$ cat src/rtl/picorv_mem_ctrl.sv
// Memory-bus controller for the picorv32 native interface: decodes RAM / UART / unmapped
// accesses, sequences the RAM read latency and UART handshake, and arbitrates loader writes.
module picorv_mem_ctrl #(
    parameter int unsigned RamWords    = 256,
    parameter logic [31:0] UartBase    = 32'h1000_0000,
    parameter int unsigned LdrBurstMax = 4
) (
    input  logic                        clk_i,
    input  logic                        reset_ni,
    input  logic                        mem_valid_i,
    input  logic                        mem_instr_i,
    input  logic [31:0]                 mem_addr_i,
    input  logic [31:0]                 mem_wdata_i,
    input  logic [3:0]                  mem_wstrb_i,
    output logic                        mem_ready_o,
    output logic [31:0]                 mem_rdata_o,
    input  logic                        ldr_valid_i,
    input  logic [$clog2(RamWords)-1:0] ldr_addr_i,
    input  logic [31:0]                 ldr_wdata_i,
    output logic                        ldr_ready_o,
    output logic [$clog2(RamWords)-1:0] ram_addr_o,
    output logic [3:0]                  ram_wr_en_o,
    output logic [31:0]                 ram_wr_data_o,
    input  logic [31:0]                 ram_rd_data_i,
    output logic                        uart_valid_o,
    output logic                        uart_we_o,
    output logic [1:0]                  uart_addr_o,
    output logic [31:0]                 uart_wdata_o,
    input  logic                        uart_ready_i,
    input  logic [31:0]                 uart_rdata_i,
    output logic                        err_o
);
    localparam int unsigned AddrW   = $clog2(RamWords);
    localparam int unsigned BurstW  = $clog2(LdrBurstMax + 1);
    localparam logic [31:0] RamBytes = 32'(RamWords * 4);
    localparam logic [BurstW-1:0] BurstMax = BurstW'(LdrBurstMax);

    typedef enum logic [1:0] {IDLE, RD_WAIT, UART_WAIT, RESP} state_e;

    state_e              state_q, state_d;
    logic [BurstW-1:0]   burst_q;
    logic [31:0]         rdata_q;
    logic                err_q;
    logic                uart_we_q;
    logic [1:0]          uart_addr_q;
    logic [31:0]         uart_wdata_q;

    logic ram_hit, uart_hit, ldr_grant, cpu_grant;

    // The CPU only issues word-aligned requests and mem_instr_i carries no routing meaning.
    logic unused_sig;
    assign unused_sig = ^{mem_instr_i, mem_addr_i[1:0]};

    assign ram_hit  = mem_addr_i < RamBytes;
    assign uart_hit = (mem_addr_i >= UartBase) && (mem_addr_i < UartBase + 32'd16);

    // Loader yields only once it has used its burst allowance against a waiting CPU.
    assign ldr_grant = (state_q == IDLE) && ldr_valid_i && !(mem_valid_i && burst_q == BurstMax);
    assign cpu_grant = (state_q == IDLE) && mem_valid_i && !ldr_grant;

    // NOTE: sequential state uses non-blocking assignments so every register samples pre-edge values.
    always_ff @(posedge clk_i or negedge reset_ni) begin
        if (!reset_ni) state_q <= IDLE;
        else           state_q <= state_d;
    end

    // NOTE: every combinational output gets a default first, so no path can infer a latch.
    always_comb begin
        state_d = state_q;
        unique case (state_q)
            IDLE: begin
                if (cpu_grant) begin
                    if (ram_hit)       state_d = (mem_wstrb_i != 4'b0) ? RESP : RD_WAIT;
                    else if (uart_hit) state_d = UART_WAIT;
                    else               state_d = RESP;
                end
            end
            RD_WAIT:   state_d = RESP;
            UART_WAIT: if (uart_ready_i) state_d = RESP;
            RESP:      state_d = IDLE;
            default:   state_d = IDLE;
        endcase
    end

    always_comb begin
        ldr_ready_o   = ldr_grant;
        ram_wr_en_o   = 4'b0;
        ram_addr_o    = mem_addr_i[AddrW+1:2];
        ram_wr_data_o = mem_wdata_i;
        if (ldr_grant) begin
            ram_wr_en_o   = 4'hF;
            ram_addr_o    = ldr_addr_i;
            ram_wr_data_o = ldr_wdata_i;
        end else if (cpu_grant && ram_hit) begin
            ram_wr_en_o   = mem_wstrb_i;
        end
        mem_ready_o  = (state_q == RESP);
        uart_valid_o = (state_q == UART_WAIT);
        uart_we_o    = (state_q == UART_WAIT) && uart_we_q;
        uart_addr_o  = uart_addr_q;
        uart_wdata_o = uart_wdata_q;
        mem_rdata_o  = rdata_q;
        err_o        = err_q;
    end

    always_ff @(posedge clk_i or negedge reset_ni) begin
        if (!reset_ni) begin
            burst_q      <= '0;
            rdata_q      <= '0;
            err_q        <= 1'b0;
            uart_we_q    <= 1'b0;
            uart_addr_q  <= '0;
            uart_wdata_q <= '0;
        end else begin
            if (!mem_valid_i || cpu_grant)            burst_q <= '0;
            else if (ldr_grant && burst_q != BurstMax) burst_q <= burst_q + 1'b1;

            // UART request fields are captured at grant so they stay stable for the handshake.
            if (cpu_grant) begin
                uart_we_q    <= (mem_wstrb_i != 4'b0);
                uart_addr_q  <= mem_addr_i[3:2];
                uart_wdata_q <= mem_wdata_i;
                if (!ram_hit && !uart_hit) begin
                    err_q   <= 1'b1;
                    rdata_q <= '0;
                end
            end
            if (state_q == RD_WAIT) rdata_q <= ram_rd_data_i;
            if (state_q == UART_WAIT && uart_ready_i) rdata_q <= uart_we_q ? 32'd0 : uart_rdata_i;
        end
    end
endmodule

$ cat config.mk
export PLATFORM = sky130hd
export DESIGN_NAME = picorv_mem_ctrl
export DESIGN_NICKNAME = d
export VERILOG_FILES = /design/src/rtl/picorv_mem_ctrl.sv
export SDC_FILE = /design/constraint.sdc
export NUM_CORES = 1
export LEC_CHECK = 0
export CORE_MARGIN = 2
export CORE_UTILIZATION = 32
export CTS_CLUSTER_SIZE = 16
export DETAILED_ROUTE_END_ITERATION = 10
export PLACE_DENSITY = 0.79
export REMOVE_ABC_BUFFERS = 1
export SYNTH_ARGS = -nofsm -noshare
export SYNTH_HDL_FRONTEND = slang
export SYNTH_SLANG_ARGS = --single-unit
export TNS_END_PERCENT = 100
$ cat constraint.sdc
create_clock -name clk_i -period 2.3 [get_ports clk_i]
set_clock_uncertainty 0.1 [all_clocks]
set_input_delay 0.46 -clock clk_i [delete_from_list [all_inputs] [get_ports clk_i]]
set_output_delay 0.46 -clock clk_i [all_outputs]
set_load 0.02 [all_outputs]
=== Word level (Yosys, flattened, before mapping) ===
Cells that the tools add are included.
W data, S select, Z words.

* Latch bits: 0
* Output and inout bits: 115
* Logic and storage cells: 60
* Input bits: 178
* Bits in registers: 73
* Bits in writable memories: 0
* Memories: 0
* Bits in read-only memories: 0

* $add $sub $neg: 1
* Reductions and logical operators: 25
* Equality and inequality tests: 7
* Divide/modulo/power cells: 0
* Multipliers: 0
* Muxes and demuxes: 17
* Shifts and indexed selects: 0
* Magnitude comparators: 3
* Bitwise operators: 0

{| class="wikitable"
|+ Operators with widths
! operator !! number
|-
| $mux W32 || 6
|-
| $ge A32 B29 Y1 const B || 1
|-
| $lt A32 B11 Y1 const B || 1
|-
| $lt A32 B29 Y1 const B || 1
|-
| $logic_and A1 B1 Y1 || 11
|-
| $mux W2 || 4
|-
| $mux W4 || 2
|-
| $mux W8 || 1
|-
| $pmux W2 S4 || 1
|-
| $mux W3 || 2
|-
| $reduce_and A2 Y1 || 3
|-
| $reduce_bool A3 Y1 || 2
|-
| $logic_not A1 Y1 || 5
|-
| $eq A2 B2 Y1 const B || 2
|-
| $reduce_bool A4 Y1 || 1
|-
| $add A3 B1 Y3 const B || 1
|-
| $eq A3 B3 Y1 const B || 1
|-
| $ne A3 B3 Y1 const B || 1
|-
| $eq A2 B1 Y1 const B || 1
|-
| $logic_not A2 Y1 || 1
|-
| $ne A2 B1 Y1 const B || 1
|-
| $ne A2 B2 Y1 const B || 1
|-
| $reduce_bool A2 Y1 || 1
|-
| $logic_or A1 B1 Y1 || 1
|-
| $mux W1 || 1
|}

=== Longest topological paths before layout ===
* Depth in word-level cells: 9
* Gate-level depth with buffers: 7
* Mapped depth without buffers: 6

=== Least setup slack after synthesis ===
Ideal clock, no wire load.

* Path type: reg-to-output
* From: register state_q[0]
* To: output port ram_addr_o[2]
* Buffers on the path: 1
* Arrival: 1797 ps
* Data required time: 1740 ps
* Stages on the path, launching flop included: 7
* Setup slack: -57 ps
* Path through: dfrtp_1 inv_1 ha_1 nand2_1 a21oi_2 buf_2 mux2_2

* Longest elaborated chain between the ends: 4

{| class="wikitable"
|+ Ends and longest elaborated chain
! element !! RTL line !! RTL
|-
| start, declared || 40 || <nowiki>state_e state_q, state_d;</nowiki>
|-
| start signal, assigned || 64 || <nowiki>else state_q <= state_d;</nowiki>
|-
| $logic_not A2 Y1 || 58 || <nowiki>assign ldr_grant = (state_q == IDLE) && ldr_valid_i && !(mem_valid_i && burst_q == BurstMax);</nowiki>
|-
| $logic_and A1 B1 Y1 (2 in series) || 58 ||
|-
| named net ldr_ready_o || 20 || <nowiki>output logic ldr_ready_o,</nowiki>
|-
| $mux W8 || 90 || <nowiki>if (ldr_grant) begin</nowiki>
|-
| end, declared || 21 || <nowiki>output logic [$clog2(RamWords)-1:0] ram_addr_o,</nowiki>
|}

The timed path passes the listed nets, and every way through them passes these cells.

=== Worst setup path after layout ===
* From: register burst_q[1]
* To: output port ram_wr_data_o[5]

* Longest elaborated chain between the ends: 5

{| class="wikitable"
|+ Ends and longest elaborated chain
! element !! RTL line !! RTL
|-
| start, declared || 41 || <nowiki>logic [BurstW-1:0] burst_q;</nowiki>
|-
| start signal, assigned || 116 || <nowiki>else if (ldr_grant && burst_q != BurstMax) burst_q <= burst_q + 1'b1;</nowiki>
|-
| $eq A3 B3 Y1 || 58 ||
|-
| $logic_and A1 B1 Y1 || 58 ||
|-
| $logic_not A1 Y1 || 58 ||
|-
| $logic_and A1 B1 Y1 || 58 ||
|-
| $mux W32 || 90 ||
|-
| end, declared || 23 || <nowiki>output logic [31:0] ram_wr_data_o,</nowiki>
|}

No other way between the ends.

==> impl_metrics.py <==
metrics = {
    "outcome": {
        "status": "finished, violations left",
        "violations": "negative setup slack",
    },
    "timing": {
        "layout_setup_ws_ns": -0.332,
        "final_hold_viol_count": 0,
        "tns_ns": -11.54,
        "fin_crit_ns": 2.63,
        "hold_ws_ns": 0.405,
        "rsz0062_at_grt": "yes",
        "worstMarginPinSlew_ns": 0.483,
        "slew_viol_final": 0,
        "fmax_mhz": 380,
        "slew_headroom": 0.678,
        "post-route-period-util": 1.14,
        "setup_viol": 45,
    },
    "die": {
        "die_w_um": 116,
        "die_y_um": 116,
        "rows": 41,
        "io_pins": 293,
        "start_util": 0.324,
        "core_area_um2": 12500,
        "dieArea_um2": 13500,
    },
    "pwr": {
        "p_total_uw": 9380,
        "p_leak_uw": 0.00361,
        "power_density_nw_per_um2": 1120,
        "vdd_drop_max_uv": 600,
    },
    "synth": {
        "synthDistinctLibCells": 35,
        "muxShareOfSynthArea": 0.206,
        "synthSimpleGateAreaFrac": 0.137,
        "synthAdderAreaFrac": 0.0217,
        "synth-seq-cells": 73,
        "async_flop_share": 1.00,
        "synth_top_family_by_area": "multiplexers",
        "synth_area_um2": 4040,
        "ys_seq_area_frac": 0.452,
        "synth-edff-count": 0,
        "synth_warnings": 0,
        "avgSynthCellArea_um2": 11.0,
        "synth_compound_area_frac": 0.145,
        "synth_flop_cell": "dfrtp_1",
        "synth_cells": 366,
        "yosys.area_share.xor_xnor": 0,
    },
    "route": {
        "vias_per_cell": 4.93,
        "wl_um": 17100,
        "drtIter0Drc": 133,
        "ant_nets": 0,
        "drc": 0,
        "wire_per_inst_um": 19.3,
        "vias": 4357,
        "drt-pass1-iter-count": 4,
    },
    "placement": {
        "placedCellCount": 843,
        "routabilityCongestion": 0.780,
        "dp_hpwl_um": 11900,
        "io_buffers": 289,
    },
    "worst_setup_path": {
        "critPathKind": "reg -> out",
        "cp.arrival_ns": 2.07,
        "start_kind": "register",
        "cp_num_buf_inv": 5,
        "required_ns": 1.74,
        "path_max_fanout": 5,
        "cpPeakStageDelay_ns": 0.36,
        "cp_slowest_cell": "dfrtp_1",
        "crit_path_end_kind": "primary output",
        "cp_common_cell": "buf_12",
        "path_delay_family": "buffers and inverters",
        "crit_chain": "inv_2, ha_4, and2_4, a21oi_4, buf_12, buf_12, clkbuf_16, mux2_4, buf_6",
    },
    "clock_tree": {
        "cts_num_sinks": 73,
        "cts_tree": "yes",
        "cts_max_level": 3,
        "path_clk_slew_ns": 0.06,
        "cts_root_buffer": "clkbuf_16",
        "numCtsBuffers": 9,
        "insertion_delay_ns": 0.33,
        "clockBufferDepth": 2,
    },
    "final_layout": {
        "num-fill-cells": 894,
        "num_antenna_cells": 0,
        "seq_area_um2": 1830,
        "nNetsFinal": 892,
        "layout_commonest_cell": "clkdlybuf4s50_1",
        "syn_to_final_growth_pct": 107,
        "final_util": 0.672,
        "fin_cells": 884,
        "drive_gt1_frac": 0.357,
        "multi_input_area_um2": 2330,
        "final_cell_mix": "clkdlybuf4s50_1, dfrtp_1, buf_6",
    },
    "job": {
        "max_cap_violations": 0,
    },
    "global_routing": {
        "grt_start_max_net_pins": 65,
        "grt_util_all_layers": 0.236,
        "antenna_found_initial": 0,
        "grt_pass1_wl_um": 24100,
        "grt_overflow": 0,
        "first_global_vias": 4537,
    },
    "hold_path": {
        "hold_class": "reg -> reg",
    },
}
-- per-stage QoR --
stage                     instance area (um^2)  setup slack (ns)
after detailed placement                  7420             -1.16
after floorplan                           3910            -0.896
after CTS                                 8140            -0.365
after global routing                      8380            -0.388
final                                     8380            -0.332
after global placement                    7420             -1.15
-- timing repair --
action | CTS | global route
hold buffers | 1 | 0
endpoints found under the setup margin | 80 | 93
setup buffers | 18 | 6
pin swaps | 10 | 17
hold endpoints to repair | 15 | 0
cloned | 5 | 2
resized for setup | 309 | 87
-- cell type report --
cell class	count	area share
Timing Repair Buffer	357	0.439
Clock inverter	6	0.00986
Multi-Input combinational cell	260	0.278
Inverter	6	0.00269
Tap cell	172	0.0257
Sequential cell	73	0.218
Clock buffer	10	0.0273
-- power breakdown --
| part | total [uW] | switching, uW | internal [uW] |
|---|---|---|---|
| sequential | 2210 | 326 | 1890 |
| clock | 1480 | 539 | 944 |
| combinational | 5680 | 2800 | 2880 |
| total | 9380 | 3670 | 5710 |
-- cell usage after synthesis (3+ instances only) --
| cell | instances | area (um^2) |
|---|---|---|
| a21o_1 | 4 | 30.0 |
| a31oi_1 | 32 | 200 |
| and2_1 | 3 | 18.8 |
| buf_2 | 7 | 35.0 |
| buf_6 | 3 | 33.8 |
| clkbuf_1 | 17 | 63.8 |
| dfrtp_1 | 73 | 1830 |
| ha_1 | 7 | 87.6 |
| inv_1 | 6 | 22.5 |
| mux2_2 | 74 | 833 |
| nand2_1 | 40 | 150 |
| nor3b_1 | 34 | 255 |
| nor4_1 | 8 | 50.1 |
| o21ai_0 | 5 | 25.0 |
| o21ai_1 | 7 | 35.0 |
| o21ai_2 | 24 | 210 |
-- worst paths after layout --
check	from	end	slack, ns	depth (start not counted)
worst max register to register	burst_q[1]	uart_wdata_o[16]	0.14	8
worst min-delay path	uart_wdata_o[10]	uart_wdata_o[10]	0.40	1
worst min register to register	uart_wdata_o[10]	uart_wdata_o[10]	0.40	1
worst max-delay path	burst_q[1]	ram_wr_data_o[5]	-0.33	9
min in group asynchronous	reset_ni	mem_rdata_o[17]	0.55	2
max in group asynchronous	reset_ni	mem_rdata_o[5]	0.95	3
-- flip-flops by register name, indices dropped and copies added, names as in the netlist --
register,count
err_o,1
burst_q,3
uart_addr_o,2
uart_we_q,1
uart_wdata_o,32
state_q,2
mem_rdata_o,32
-- cell families after synthesis --
kind of cell / count (synthesis)
AOI/OAI and AO/OA: 82
adders and majority gates: 7
buffers and inverters: 33
DFF: 73
muxes: 74
and+or+nand+nor: 97
-- metal layers --
metal | track usage | part of all wire | up-vias
met2 | 0.416 | 0.52 | 164
met3 | 0.0535 | 0.062 | 27
met4 | 0.0873 | 0.021 | 0
met5 | 0 | 0 | -
met1 | 0.280 | 0.39 | 2141
li1 | - | - | 2025
Note: power is estimated with default switching activity, not from simulation.
